## config.mk

```make
export PLATFORM = sky130hd
export DESIGN_NAME = x_nibble_tx_flat
export DESIGN_NICKNAME = d
export VERILOG_FILES = /design/src/rtl/x_nibble_tx_if.sv /design/src/rtl/x_nibble_tx.sv /design/src/flat_wrapper.sv
export SDC_FILE = /design/constraint.sdc
export NUM_CORES = 1
export LEC_CHECK = 0
export CAP_MARGIN = 20
export CORE_ASPECT_RATIO = 0.8
export CORE_MARGIN = 2
export CORE_UTILIZATION = 40
export CTS_BUF_LIST = sky130_fd_sc_hd__clkbuf_8
export DETAILED_ROUTE_END_ITERATION = 8
export PLACE_DENSITY = 0.68
export SLEW_MARGIN = 20
export SYNTH_ARGS = -nofsm -noshare
export SYNTH_HDL_FRONTEND = slang
export SYNTH_SLANG_ARGS = --single-unit
```

## constraint.sdc

```tcl
create_clock -name clk -period 3.2 [get_ports clk]
set_input_delay 0.64 -clock clk [delete_from_list [all_inputs] [get_ports clk]]
set_output_delay 0.64 -clock clk [all_outputs]
set_load 0.005 [all_outputs]
```

## src/rtl/x_nibble_tx_if.sv

```systemverilog
// Upstream sample handshake into the nibble transmitter.
// Transfer on a clock edge where in_valid and in_ready are both high; data is held stable while in_valid & !in_ready.
interface x_nibble_tx_if;
  logic [7:0] in_data;
  logic       in_valid;
  logic       in_ready;

  modport master (output in_data, output in_valid, input in_ready);
  modport slave  (input in_data, input in_valid, output in_ready);
endinterface

```

## src/rtl/x_nibble_tx.sv

```systemverilog
// Nibble-serial sample transmitter feeding the HPF x_half input: FIFO-buffered, one sample per filter frame.
// Optional SYNC_ON_Z_EN: resynchronise the slot counter to the filter's z_valid strobe.
module x_nibble_tx #(
  parameter int DEPTH     = 4,
  parameter int FRAME_LEN = 20
) (
  input  logic                          clk,
  input  logic                          reset,
  x_nibble_tx_if.slave                  in_if,
  output logic [3:0]                    x_half,
  output logic                          sent,
  output logic                          underrun,
  output logic [$clog2(DEPTH):0]        level,
  input  logic                          z_valid,
  output logic                          sync_err,
  output logic [$clog2(FRAME_LEN)-1:0]  dbg_cnt
);

  localparam int AW = $clog2(DEPTH);
  localparam int LW = AW + 1;
  localparam int CW = $clog2(FRAME_LEN);

  // Slot counter positions, named after the filter state occupying that slot.
  localparam logic [CW-1:0] SLOT_OUT_Z  = CW'(0);
  localparam logic [CW-1:0] SLOT_WAIT_X = CW'(1);
  localparam logic [CW-1:0] SLOT_GET_X0 = CW'(2);
  localparam logic [CW-1:0] SLOT_LAST   = CW'(FRAME_LEN - 1);

  logic [CW-1:0] cnt_q, cnt_d;
  logic [AW-1:0] rd_ptr_q, rd_ptr_d;
  logic [AW-1:0] wr_ptr_q, wr_ptr_d;
  logic [LW-1:0] level_q, level_d;
  logic [3:0]    x_half_q, x_half_d;
  logic [3:0]    hold_q, hold_d;
  logic          sent_q, sent_d;
  logic          underrun_q, underrun_d;
  logic [7:0]    mem_q [DEPTH];
  logic [7:0]    head;
  logic          push, pop, resync;

  assign head = mem_q[rd_ptr_q];

  always_comb begin
    resync = 1'b0;
`ifdef SYNC_ON_Z_EN
    resync = z_valid && (cnt_q != SLOT_OUT_Z);
`endif
    // in_ready depends only on the registered level, never on this cycle's pop.
    push = in_if.in_valid && (level_q != LW'(DEPTH));
    pop  = (cnt_q == SLOT_WAIT_X) && (level_q != '0) && !resync;

    cnt_d      = (cnt_q == SLOT_LAST) ? '0 : cnt_q + 1'b1;
    rd_ptr_d   = rd_ptr_q + AW'(pop);
    wr_ptr_d   = wr_ptr_q + AW'(push);
    level_d    = level_q + LW'(push) - LW'(pop);
    x_half_d   = '0;
    hold_d     = hold_q;
    sent_d     = 1'b0;
    underrun_d = 1'b0;

    if (cnt_q == SLOT_WAIT_X) begin
      x_half_d   = pop ? head[3:0] : 4'h0;
      hold_d     = pop ? head[7:4] : 4'h0;
      underrun_d = !pop;
    end else if (cnt_q == SLOT_GET_X0) begin
      x_half_d = hold_q;
      sent_d   = 1'b1;
    end

    // A resync restarts the frame at WAIT_X and drops whatever nibble was in flight.
    if (resync) begin
      cnt_d      = SLOT_WAIT_X;
      x_half_d   = '0;
      hold_d     = '0;
      sent_d     = 1'b0;
      underrun_d = 1'b0;
    end
  end

  always_ff @(posedge clk or negedge reset) begin
    if (!reset) begin
      cnt_q      <= '0;
      rd_ptr_q   <= '0;
      wr_ptr_q   <= '0;
      level_q    <= '0;
      x_half_q   <= '0;
      hold_q     <= '0;
      sent_q     <= 1'b0;
      underrun_q <= 1'b0;
    end else begin
      cnt_q      <= cnt_d;
      rd_ptr_q   <= rd_ptr_d;
      wr_ptr_q   <= wr_ptr_d;
      level_q    <= level_d;
      x_half_q   <= x_half_d;
      hold_q     <= hold_d;
      sent_q     <= sent_d;
      underrun_q <= underrun_d;
    end
  end

  // Storage needs no reset: the pointers and level decide what is valid.
  always_ff @(posedge clk) begin
    if (push) mem_q[wr_ptr_q] <= in_if.in_data;
  end

`ifdef SYNC_ON_Z_EN
  logic sync_err_q;
  always_ff @(posedge clk or negedge reset) begin
    if (!reset) sync_err_q <= 1'b0;
    else        sync_err_q <= resync;
  end
  assign sync_err = sync_err_q;
`else
  logic unused_z_valid;
  assign unused_z_valid = z_valid | resync;
  assign sync_err       = 1'b0;
`endif

  assign in_if.in_ready = (level_q != LW'(DEPTH));
  assign x_half         = x_half_q;
  assign sent           = sent_q;
  assign underrun       = underrun_q;
  assign level          = level_q;
  assign dbg_cnt        = cnt_q;

endmodule

```

## src/flat_wrapper.sv

```systemverilog
// flat-port wrapper written by rule: the top's interface ports become plain ports
module x_nibble_tx_flat 
#(
  parameter int DEPTH     = 4,
  parameter int FRAME_LEN = 20
)
  (clk, reset, x_half, sent, underrun, level, z_valid, sync_err, dbg_cnt, in_if_in_data, in_if_in_valid, in_if_in_ready);
  x_nibble_tx_if in_if_i ();
  input  logic clk;
  input  logic reset;
  output logic [3:0] x_half;
  output logic sent;
  output logic underrun;
  output logic [$clog2(DEPTH):0] level;
  input  logic z_valid;
  output logic sync_err;
  output logic [$clog2(FRAME_LEN)-1:0] dbg_cnt;
  input wire logic [$bits(in_if_i.in_data)-1:0] in_if_in_data;
  input wire logic [$bits(in_if_i.in_valid)-1:0] in_if_in_valid;
  output wire logic [$bits(in_if_i.in_ready)-1:0] in_if_in_ready;
  assign in_if_i.in_data = in_if_in_data;
  assign in_if_i.in_valid = in_if_in_valid;
  assign in_if_in_ready = in_if_i.in_ready;
  x_nibble_tx #(.DEPTH(DEPTH), .FRAME_LEN(FRAME_LEN)) u_core (.clk(clk), .reset(reset), .in_if(in_if_i), .x_half(x_half), .sent(sent), .underrun(underrun), .level(level), .z_valid(z_valid), .sync_err(sync_err), .dbg_cnt(dbg_cnt));
endmodule
```

==> flow_metrics.env, run 1 <==
export IMPL_synth_seq_cells=54
export IMPL_min_period_ps=2680
export IMPL_dr_pass1_iters=6
export IMPL_pwr_density_cell_nw_per_um2=705
export IMPL_grt_pass1_wl_microns=5820
export IMPL_hold_viol_final=0
export IMPL_nFillCells=434
export IMPL_root_buffer="clkbuf_8"
export IMPL_p_sw_share_pct=27.4
export IMPL_intPower_mw=1.30
export IMPL_cts_sinks=54
export IMPL_drc=0
export IMPL_synth_warnings=0
export IMPL_synth_edff_count=32
export IMPL_seqPwrFrac_pct=57.5
export IMPL_viasPerCell=4.86
export IMPL_netlist_instances=118
export IMPL_antenna_found_initial=0
export IMPL_gp_congestion=0.661
export IMPL_place_hpwl_microns=2280
export IMPL_antenna_cells=0
export IMPL_start_util_pct=42.0
export IMPL_fin_skew_ps=7.52
export IMPL_grt_max_degree=23
export IMPL_drive_above_1_share_pct=16.0
export IMPL_netlist_area_sq_um=2140
export IMPL_endpoint_kind="flop"
export IMPL_wl_per_cell_microns=16.0
export IMPL_clock_latency_ps=300
export IMPL_grt_overflow=0
export IMPL_layout_cells_non_filler=212
export IMPL_max_freq_mhz=373
export IMPL_p_total_mw=1.79
export IMPL_critPathMaxFanout=10
export IMPL_syn_num_nets=138
export IMPL_p_sw_uw=489
export IMPL_hold_buffers=0
export IMPL_worst_hold_slack_ps=289
export IMPL_crit_path_start_kind="flop"
export IMPL_dieArea_sq_um=5950
export IMPL_finalSetupViolCount=0
export IMPL_fin_setup_tns_ps=0
export IMPL_slew_violations=0
export IMPL_holdCritPathClass="in2async"
export IMPL_dieWidth_microns=85.8
export IMPL_nets=169
export IMPL_synth_top_area_cell="edfxtp_1"
export IMPL_num_rows=23
export IMPL_maxCapViolations=0
export IMPL_io_pins=28
export IMPL_first_global_vias=1091
export IMPL_tritoncts="yes"
export IMPL_p_clk_share_pct=19.2
export IMPL_yosysTopAreaCellShare_pct=44.9
export IMPL_cts_max_path_buffers=2
export IMPL_cts_buffers=5
export IMPL_dp_cells=204
export IMPL_die_h_microns=69.4
export IMPL_clk_pin_slew_ps=90
export IMPL_vias=1030
export IMPL_synthArstFlopShare_pct=40.7
export IMPL_cts_resized_gates=0
export IMPL_crit_required_ps=3430
export IMPL_area_growth_pct=18.6
export IMPL_wirelength_microns=3400
export IMPL_rsz0062_at_grt="no"
export IMPL_yosys_most_used_dff="edfxtp_1"
export IMPL_yosys_top_cells_area="edfxtp_1, dfrtp_1, mux4_2"
export IMPL_yosys_cell_types_count=31
export IMPL_outcome="finished clean"
export IMPL_leakage_nw=0.996
export IMPL_vdd_ir_drop_max_mv=0.330
export IMPL_maxSlewHeadroom_pct=54.1
export IMPL_core_sq_um=5090
export IMPL_ys_seq_area_share_pct=70.6
export IMPL_h_tree_depth=2
export IMPL_fin_crit_sh_pct=83.7
export IMPL_p_comb_share_pct=23.3
export IMPL_ant_nets=0
export IMPL_worstPathArrival_ps=2910
export IMPL_portBuffers=25
export IMPL_cts_setup_buffers=0
export IMPL_dr_first_iter_drc_count=98
export IMPL_grt_usage_pct=13.3
export IMPL_worstSetupPathType="reg2reg"
export IMPL_syn_avg_cell_area_sq_um=18.1
export IMPL_worst_pin_slew_ps=684
## state kept, by name, indices dropped and copies added (netlist names)
name,flops
u_core.sent,1
u_core.dbg_cnt,5
u_core.level,3
u_core.mem_q,32
u_core.rd_ptr_q,2
u_core.x_half,4
u_core.underrun,1
u_core.wr_ptr_q,2
u_core.hold_q,4
## final timing paths
path	start	to	cells after the start	slack [ps]
min in group clk	u_core.hold_q[1]	u_core.hold_q[1]	1	510
min reg2reg	u_core.hold_q[1]	u_core.hold_q[1]	1	510
max in group asynchronous	reset	u_core.dbg_cnt[0]	1	2580
max	u_core.dbg_cnt[1]	u_core.level[2]	11	520
min	reset	u_core.level[2]	1	290
max reg2reg	u_core.dbg_cnt[1]	u_core.level[2]	11	520
## cell usage in the layout (no fill, tap or decap), types with 2 or more instances in the layout
master	n
a22o_1	8
buf_4	3
clkbuf_8	5
clkdlybuf4s50_1	24
dfrtp_1	22
edfxtp_1	32
ha_1	7
inv_1	13
mux4_2	8
nor3_1	2
nor3b_1	2
o21ai_0	2
xnor2_1	3
xor2_1	2
## per-stage QoR
| step | worst slack [ps] | util [%] | instance area [sq um] |
|---|---|---|---|
| after floorplan | 650 | - | 2140 |
| after global placement | 592 | 48.3 | 2460 |
| after detailed placement | 509 | 48.3 | 2460 |
| after CTS | 506 | 49.9 | 2540 |
| after global routing | 357 | 49.8 | 2540 |
| final | 522 | 49.8 | 2540 |
## cell usage after synthesis (2+ instances only)
cell type  instances
xor2_1             2
dfrtp_1           22
nor3b_1            2
edfxtp_1          32
nor3_1             2
inv_1             10
mux4_2             8
a22o_1             8
xnor2_1            3
o21ai_0            2
ha_1               7
## area by class of cell
class	count	area, sq um	share of cell area (%)
Timing Repair Buffer	28	268	10.6
Clock inverter	3	11.3	0.444
Clock buffer	5	68.8	2.71
Multi-Input combinational cell	50	563	22.2
Sequential cell	54	1510	59.6
Tap cell	62	77.6	3.06
Inverter	10	37.5	1.48
## cell families (layout without fill, tap and decap cells)
group,count (synthesis),count (layout),share of synthesized area [%]
AOI/OAI and AO/OA,13,13,4.74
xor gates and xnor gates,5,5,2.05
adders and majority gates,8,8,5.03
buffers and inverters,14,46,3.04
DFF,54,54,70.6
muxes,9,9,8.95
other,1,1,0.175
and+or+nand+nor,14,14,5.38
## metal layers
metal | track usage [%] | routed length [microns]
met3 | 3.81 | 154
met1 | 18.1 | 1590
met2 | 20.3 | 1620
met5 | 0 | 0
met4 | 4.76 | 38
## power groups by stage
stage                     clock network, mW  registers (mW)  logic [mW]
after global placement                    0            1.04       0.406
after detailed placement                  0            1.05       0.428
after CTS                             0.359            1.04       0.428
after floorplan                           0           0.976       0.323
final                                 0.343            1.03       0.416
after global routing                  0.394            1.06       0.463
## worst max-delay path: stages (launching register included)
cell and delay (ps):
dfrtp_1 430, inv_1 80, ha_1 140, or4b_4 540
nor2_8 220, ha_1 250, inv_1 50, ha_1 130
inv_1 50, fa_1 380, xnor2_1 200, xnor2_1 140
No activity file was read; power rests on OpenSTA's default activity.
==> run 2: changes to the inputs <==
==> constraint.sdc (replaced) <==
create_clock -name clk -period 2.74 [get_ports clk]
set_input_delay 0.548 -clock clk [delete_from_list [all_inputs] [get_ports clk]]
set_output_delay 0.548 -clock clk [all_outputs]
set_load 0.005 [all_outputs]
==> run 2 against run 1 <==
  * Clock power rose by 17%
  * Sequential share of layout area is 0.98 points lower
  * Global-route usage up 0.29 points
  * Clock skew fell by 2.9 ps
  * Power increased by 18%
  * Fmax grew 3.5%
  * Combinational power grew 21%
  * Utilization up 0.84 points
  * Setup slack worse by 370 ps
  * Non-clock buffer count increased by 5
  * Register-to-register slack got worse by 370 ps
  * Critical endpoint unchanged
  * Largest power group unchanged
==> flow_metrics.env, run 2 (same netlist as run 1, synthesis figures left out) <==
export IMPL_cts_max_path_buffers=2
export IMPL_hold_buffers=0
export IMPL_leakage_nw=1.02
export IMPL_fin_crit_sh_pct=94.5
export IMPL_worstPathArrival_ps=2810
export IMPL_cts_buffers=5
export IMPL_maxCapViolations=0
export IMPL_maxSlewHeadroom_pct=63.4
export IMPL_r2r_end="u_core.level[2]"
export IMPL_pwr_density_cell_nw_per_um2=819
export IMPL_portBuffers=25
export IMPL_largest_register="u_core.mem_q"
export IMPL_outcome="finished clean"
export IMPL_antenna_found_initial=0
export IMPL_critPathMaxFanout=5
export IMPL_path_cells="inv_1 > ha_1 > or4b_4 > nor2_8 > ha_1 > inv_1 > ha_1 > inv_1 > fa_1 > xnor2_1 > xnor2_1"
export IMPL_antenna_cells=0
export IMPL_area_growth_pct=20.6
export IMPL_fin_skew_ps=4.60
export IMPL_dr_pass1_iters=6
export IMPL_first_global_vias=1157
export IMPL_dieWidth_microns=85.8
export IMPL_slowest_stage="or4b_4"
export IMPL_start_util_pct=42.0
export IMPL_drc=0
export IMPL_worstHoldPathCells=1
export IMPL_most_common_layout_cells="edfxtp_1, clkdlybuf4s50_1, dfrtp_1, inv_1"
export IMPL_nets=174
export IMPL_max_freq_mhz=386
export IMPL_clk_pin_slew_ps=90
export IMPL_wirelength_microns=3560
export IMPL_gp_congestion=0.684
export IMPL_critical_path_max_stage_delay_ps=520
export IMPL_slew_violations=0
export IMPL_grt_max_degree=23
export IMPL_holdCritPathClass="reg2reg"
export IMPL_worstSetupPathType="reg2reg"
export IMPL_r2r_setup_slack_ps=150
export IMPL_die_h_microns=69.4
export IMPL_vias=1115
export IMPL_fin_setup_tns_ps=0
export IMPL_reg2reg_from="u_core.dbg_cnt[1]"
export IMPL_largest_reg_flops=32
export IMPL_ant_nets=0
export IMPL_cts_setup_buffers=0
export IMPL_hold_viol_final=0
export IMPL_tritoncts="yes"
export IMPL_num_rows=23
export IMPL_io_pins=28
export IMPL_cts_resized_gates=0
export IMPL_r2r_cells=11
export IMPL_viasPerCell=5.14
export IMPL_root_buffer="clkbuf_8"
export IMPL_p_total_mw=2.11
export IMPL_worst_pin_slew_ps=549
export IMPL_place_hpwl_microns=2470
export IMPL_endpoint_kind="flop"
export IMPL_vdd_ir_drop_max_mv=0.321
export IMPL_nFillCells=420
export IMPL_grt_overflow=0
export IMPL_h_tree_depth=2
export IMPL_min_period_ps=2590
export IMPL_final_common_cell="edfxtp_1"
export IMPL_finalSetupViolCount=0
export IMPL_core_sq_um=5090
export IMPL_drive_above_1_share_pct=18.1
export IMPL_crit_required_ps=2960
export IMPL_dr_first_iter_drc_count=46
export IMPL_crit_path_start_kind="flop"
export IMPL_grt_pass1_wl_microns=5890
export IMPL_dieArea_sq_um=5950
export IMPL_cts_sinks=54
export IMPL_wl_per_cell_microns=16.4
export IMPL_grt_usage_pct=13.5
export IMPL_min_delay_start="u_core.hold_q[2]"
export IMPL_rsz0062_at_grt="no"
export IMPL_min_to="u_core.x_half[2]"
export IMPL_clock_latency_ps=300
-- run 2: power breakdown --
part           switching, mW  internal [mW]
sequential             0.153           1.05
clock                  0.231          0.171
combinational          0.200          0.305
total                  0.584           1.53
-- run 2: metal layers --
metal / wire length, microns / part of all wire (%) / track usage, % / up-vias
met1: 1530 / 43 / 16.9 / 560
met2: 1770 / 50 / 21.9 / 34
met5: 0 / 0 / 0 / -
met3: 188 / 5.3 / 3.81 / 9
li1: - / - / - / 512
met4: 75 / 2.1 / 6.17 / 0
-- run 2: worst max path at each step --
stage,from,end,slack [ps],cells past startpoint
after CTS,u_core.dbg_cnt[1],u_core.level[2],90,11
after detailed placement,u_core.dbg_cnt[1],u_core.level[2],110,11
after global routing,u_core.dbg_cnt[1],u_core.level[2],5,11
after floorplan,u_core.dbg_cnt[1],u_core.level[2],190,12
after global placement,u_core.dbg_cnt[1],u_core.level[2],240,11
final,u_core.dbg_cnt[1],u_core.level[2],150,11
-- run 2: area by class of cell --
cell class                      count  area [sq um]  share of cell area (%)
Tap cell                           62          77.6                    3.01
Sequential cell                    54          1510                    58.6
Inverter                           10          37.5                    1.45
Timing Repair Buffer               33           310                    12.0
Multi-Input combinational cell     50           563                    21.8
Clock buffer                        5          68.8                    2.67
Clock inverter                      3          11.3                   0.436
-- run 2: critical path: cells and delay by family, from the launching register on --
kind,cells,cell delay [ps]
adders and majority gates,4,910
buffers and inverters,3,180
and+or+nand+nor,2,650
DFF,1,430
xor gates and xnor gates,2,340
-- run 2: per-stage QoR --
| stage | setup WS (ps) | std cells | hold slack, ps | cell area (sq um) | utilization [%] |
|---|---|---|---|---|---|
| after floorplan | 190 | 118 | 252 | 2140 | - |
| after global placement | 238 | 207 | 484 | 2480 | 48.8 |
| final | 151 | 217 | 519 | 2580 | 50.7 |
| after CTS | 85.5 | 215 | 519 | 2560 | 50.4 |
| after global routing | 4.62 | 217 | 538 | 2580 | 50.7 |
| after detailed placement | 114 | 207 | 487 | 2480 | 48.8 |
==> run 3: changes to the inputs <==
--- a/config.mk
+++ b/config.mk
@@ -11,7 +11,7 @@
 export CORE_UTILIZATION = 40
 export CTS_BUF_LIST = sky130_fd_sc_hd__clkbuf_8
 export DETAILED_ROUTE_END_ITERATION = 8
-export PLACE_DENSITY = 0.68
+export PLACE_DENSITY = 0.64
 export SLEW_MARGIN = 20
 export SYNTH_ARGS = -nofsm -noshare
 export SYNTH_HDL_FRONTEND = slang
==> constraint.sdc (replaced) <==
create_clock -name clk -period 2.1 [get_ports clk]
set_input_delay 0.42 -clock clk [delete_from_list [all_inputs] [get_ports clk]]
set_output_delay 0.42 -clock clk [all_outputs]
set_load 0.005 [all_outputs]
==> run 3 against run 2 <==
  * The flow now finishes with violations (negative setup slack)
  * Register-to-register slack worse by 440 ps
  * Clock-buffer cell count unchanged
  * Final cell count grew 3.7%
  * Non-clock buffer count up 8
  * Power up 43%
  * Sequential power grew 29%
==> flow_metrics.env, run 3 (same netlist as run 1, synthesis figures left out) <==
export IMPL_outcome="finished, violations left"
export IMPL_violations="negative setup slack"
export IMPL_pwr_density_cell_nw_per_um2=1110
export IMPL_wl_per_cell_microns=16.0
export IMPL_grt_usage_pct=13.4
export IMPL_worstSetupPathType="reg2reg"
export IMPL_holdCritPathClass="in2async"
export IMPL_ant_nets=0
export IMPL_area_growth_pct=26.9
export IMPL_maxCapViolations=0
export IMPL_regArea_sq_um=1510
export IMPL_path_buf_inv=3
export IMPL_cts_buffers=5
export IMPL_dr_first_iter_drc_count=31
export IMPL_grt_pass1_wl_microns=5890
export IMPL_fin_crit_sh_pct=114
export IMPL_die_h_microns=69.4
export IMPL_gp_congestion=0.727
export IMPL_critPathMaxFanout=2
export IMPL_drive_above_1_share_pct=28.8
export IMPL_cts_sinks=54
export IMPL_portBuffers=25
export IMPL_h_tree_depth=2
export IMPL_crit_required_ps=2300
export IMPL_grt_overflow=0
export IMPL_antenna_found_initial=0
export IMPL_crit_path_frequent_cell="ha_4"
export IMPL_place_hpwl_microns=2470
export IMPL_clk_pin_slew_ps=100
export IMPL_worst_pin_slew_ps=535
export IMPL_root_buffer="clkbuf_8"
export IMPL_rsz0062_at_grt="yes"
export IMPL_r2r_cells=11
export IMPL_final_util_pct=53.3
export IMPL_multiInputGateArea_sq_um=601
export IMPL_dp_cells=215
export IMPL_path_cells="inv_1 > ha_2 > or4b_4 > nor2_8 > ha_4 > inv_4 > ha_4 > inv_2 > fa_2 > xnor2_2 > xnor2_1"
export IMPL_critPathTopFamily="adder cells"
export IMPL_slew_violations=0
export IMPL_drc=0
export IMPL_min_period_ps=2390
export IMPL_nets=182
export IMPL_dieArea_sq_um=5950
export IMPL_cts_max_path_buffers=2
export IMPL_critical_path_max_stage_delay_ps=510
export IMPL_slowest_stage="or4b_4"
export IMPL_clock_latency_ps=310
export IMPL_cp_startpoint="u_core.dbg_cnt[1]"
export IMPL_hold_buffers=0
export IMPL_largest_register="u_core.mem_q"
export IMPL_postLayoutCellArea_sq_um=2720
export IMPL_finalSetupViolCount=2
export IMPL_antenna_cells=0
export IMPL_dr_pass1_iters=6
export IMPL_layout_cells_non_filler=225
export IMPL_final_common_cell="edfxtp_1"
export IMPL_reg2reg_from="u_core.dbg_cnt[1]"
export IMPL_start_util_pct=42.0
export IMPL_dieWidth_microns=85.8
export IMPL_wirelength_microns=3600
export IMPL_io_pins=28
export IMPL_dpl_cell_area_sq_um=2560
export IMPL_vdd_ir_drop_max_mv=0.486
export IMPL_tritoncts="yes"
export IMPL_worstPathArrival_ps=2590
export IMPL_leakage_nw=1.07
export IMPL_worst_hold_slack_ps=454
export IMPL_endpoint_kind="flop"
export IMPL_max_freq_mhz=419
export IMPL_hold_viol_final=0
export IMPL_fin_skew_ps=6.62
export IMPL_worst_path_stages=11
export IMPL_largest_reg_flops=32
export IMPL_most_common_layout_cells="edfxtp_1, clkdlybuf4s50_1, dfrtp_1, buf_4"
export IMPL_crit_path_start_kind="flop"
export IMPL_core_sq_um=5090
export IMPL_setup_slack_ps=-287
export IMPL_viasPerCell=4.93
export IMPL_num_rows=23
export IMPL_first_global_vias=1183
export IMPL_grt_max_degree=23
export IMPL_vias=1110
export IMPL_maxSlewHeadroom_pct=64.4
export IMPL_nFillCells=422
-- run 3: cell types whose count changed in the layout (fill, tap and decap cells not counted), sizes merged --
cell,change
buf,+8
bufinv,+1
clkdlybuf4s50,-1
clkinv,+1
dlygate4sd2,+1
inv,-2
-- run 3: path summary, 6_finish.rpt --
kind,endpoint,slack (ps)
worst max-delay path,u_core.level[2],-290
worst min-delay path,u_core.level[2],450
worst max register to register,u_core.level[2],-290
worst min register to register,u_core.x_half[0],520
max in group asynchronous,u_core.x_half[2],1410
min in group clk,u_core.x_half[0],520
-- run 3: layout make-up --
cell class | count | area share, %
multi-input cells | 50 | 22.1
repair buffers | 41 | 13.6
clock inverters | 3 | 1.75
clock buffers | 5 | 2.53
inverters | 10 | 1.47
well taps | 62 | 2.86
flip-flops and latches | 54 | 55.7
-- run 3: worst register-to-register path, delay by kind of cell, from the launching register on --
kind                     cells  cell delay (ps)
AND/OR/NAND/NOR              2              630
buffers and inverters        3              140
flip-flops                   1              390
XOR/XNOR                     2              270
adder cells (fa/ha/maj)      4              850
-- run 3: layer usage --
metal  GRT usage, %  routed length (microns)  up-vias  part of all wire [%]
li1               -                        -      526                     -
met3           5.60                      184        6                   5.1
met5              0                        0        -                     0
met1           16.8                     1660      549                    46
met2           21.5                     1730       29                    48
met4           3.53                       27        0                  0.75
-- run 3: timing repair --
action	CTS	global route
pin swaps	1	1
setup endpoints to repair	2	2
buffers inserted	1	1
gates resized for setup	7	2
cloned	0	0
-- run 3: power by group --
group	switching [mW]	internal (mW)	leakage [nW]
registers	0.185	1.37	0.567
logic	0.307	0.450	0.443
clock network	0.346	0.362	0.0587
-- run 3: stage by stage --
| stage | setup TNS, ps | worst slack, ps | total power [mW] |
|---|---|---|---|
| after floorplan | -672 | -369 | 1.99 |
| after global placement | -389 | -229 | 2.26 |
| after detailed placement | -565 | -342 | 2.30 |
| after CTS | -538 | -316 | 3.05 |
| after global routing | -654 | -379 | 3.19 |
| final | -484 | -287 | 3.02 |
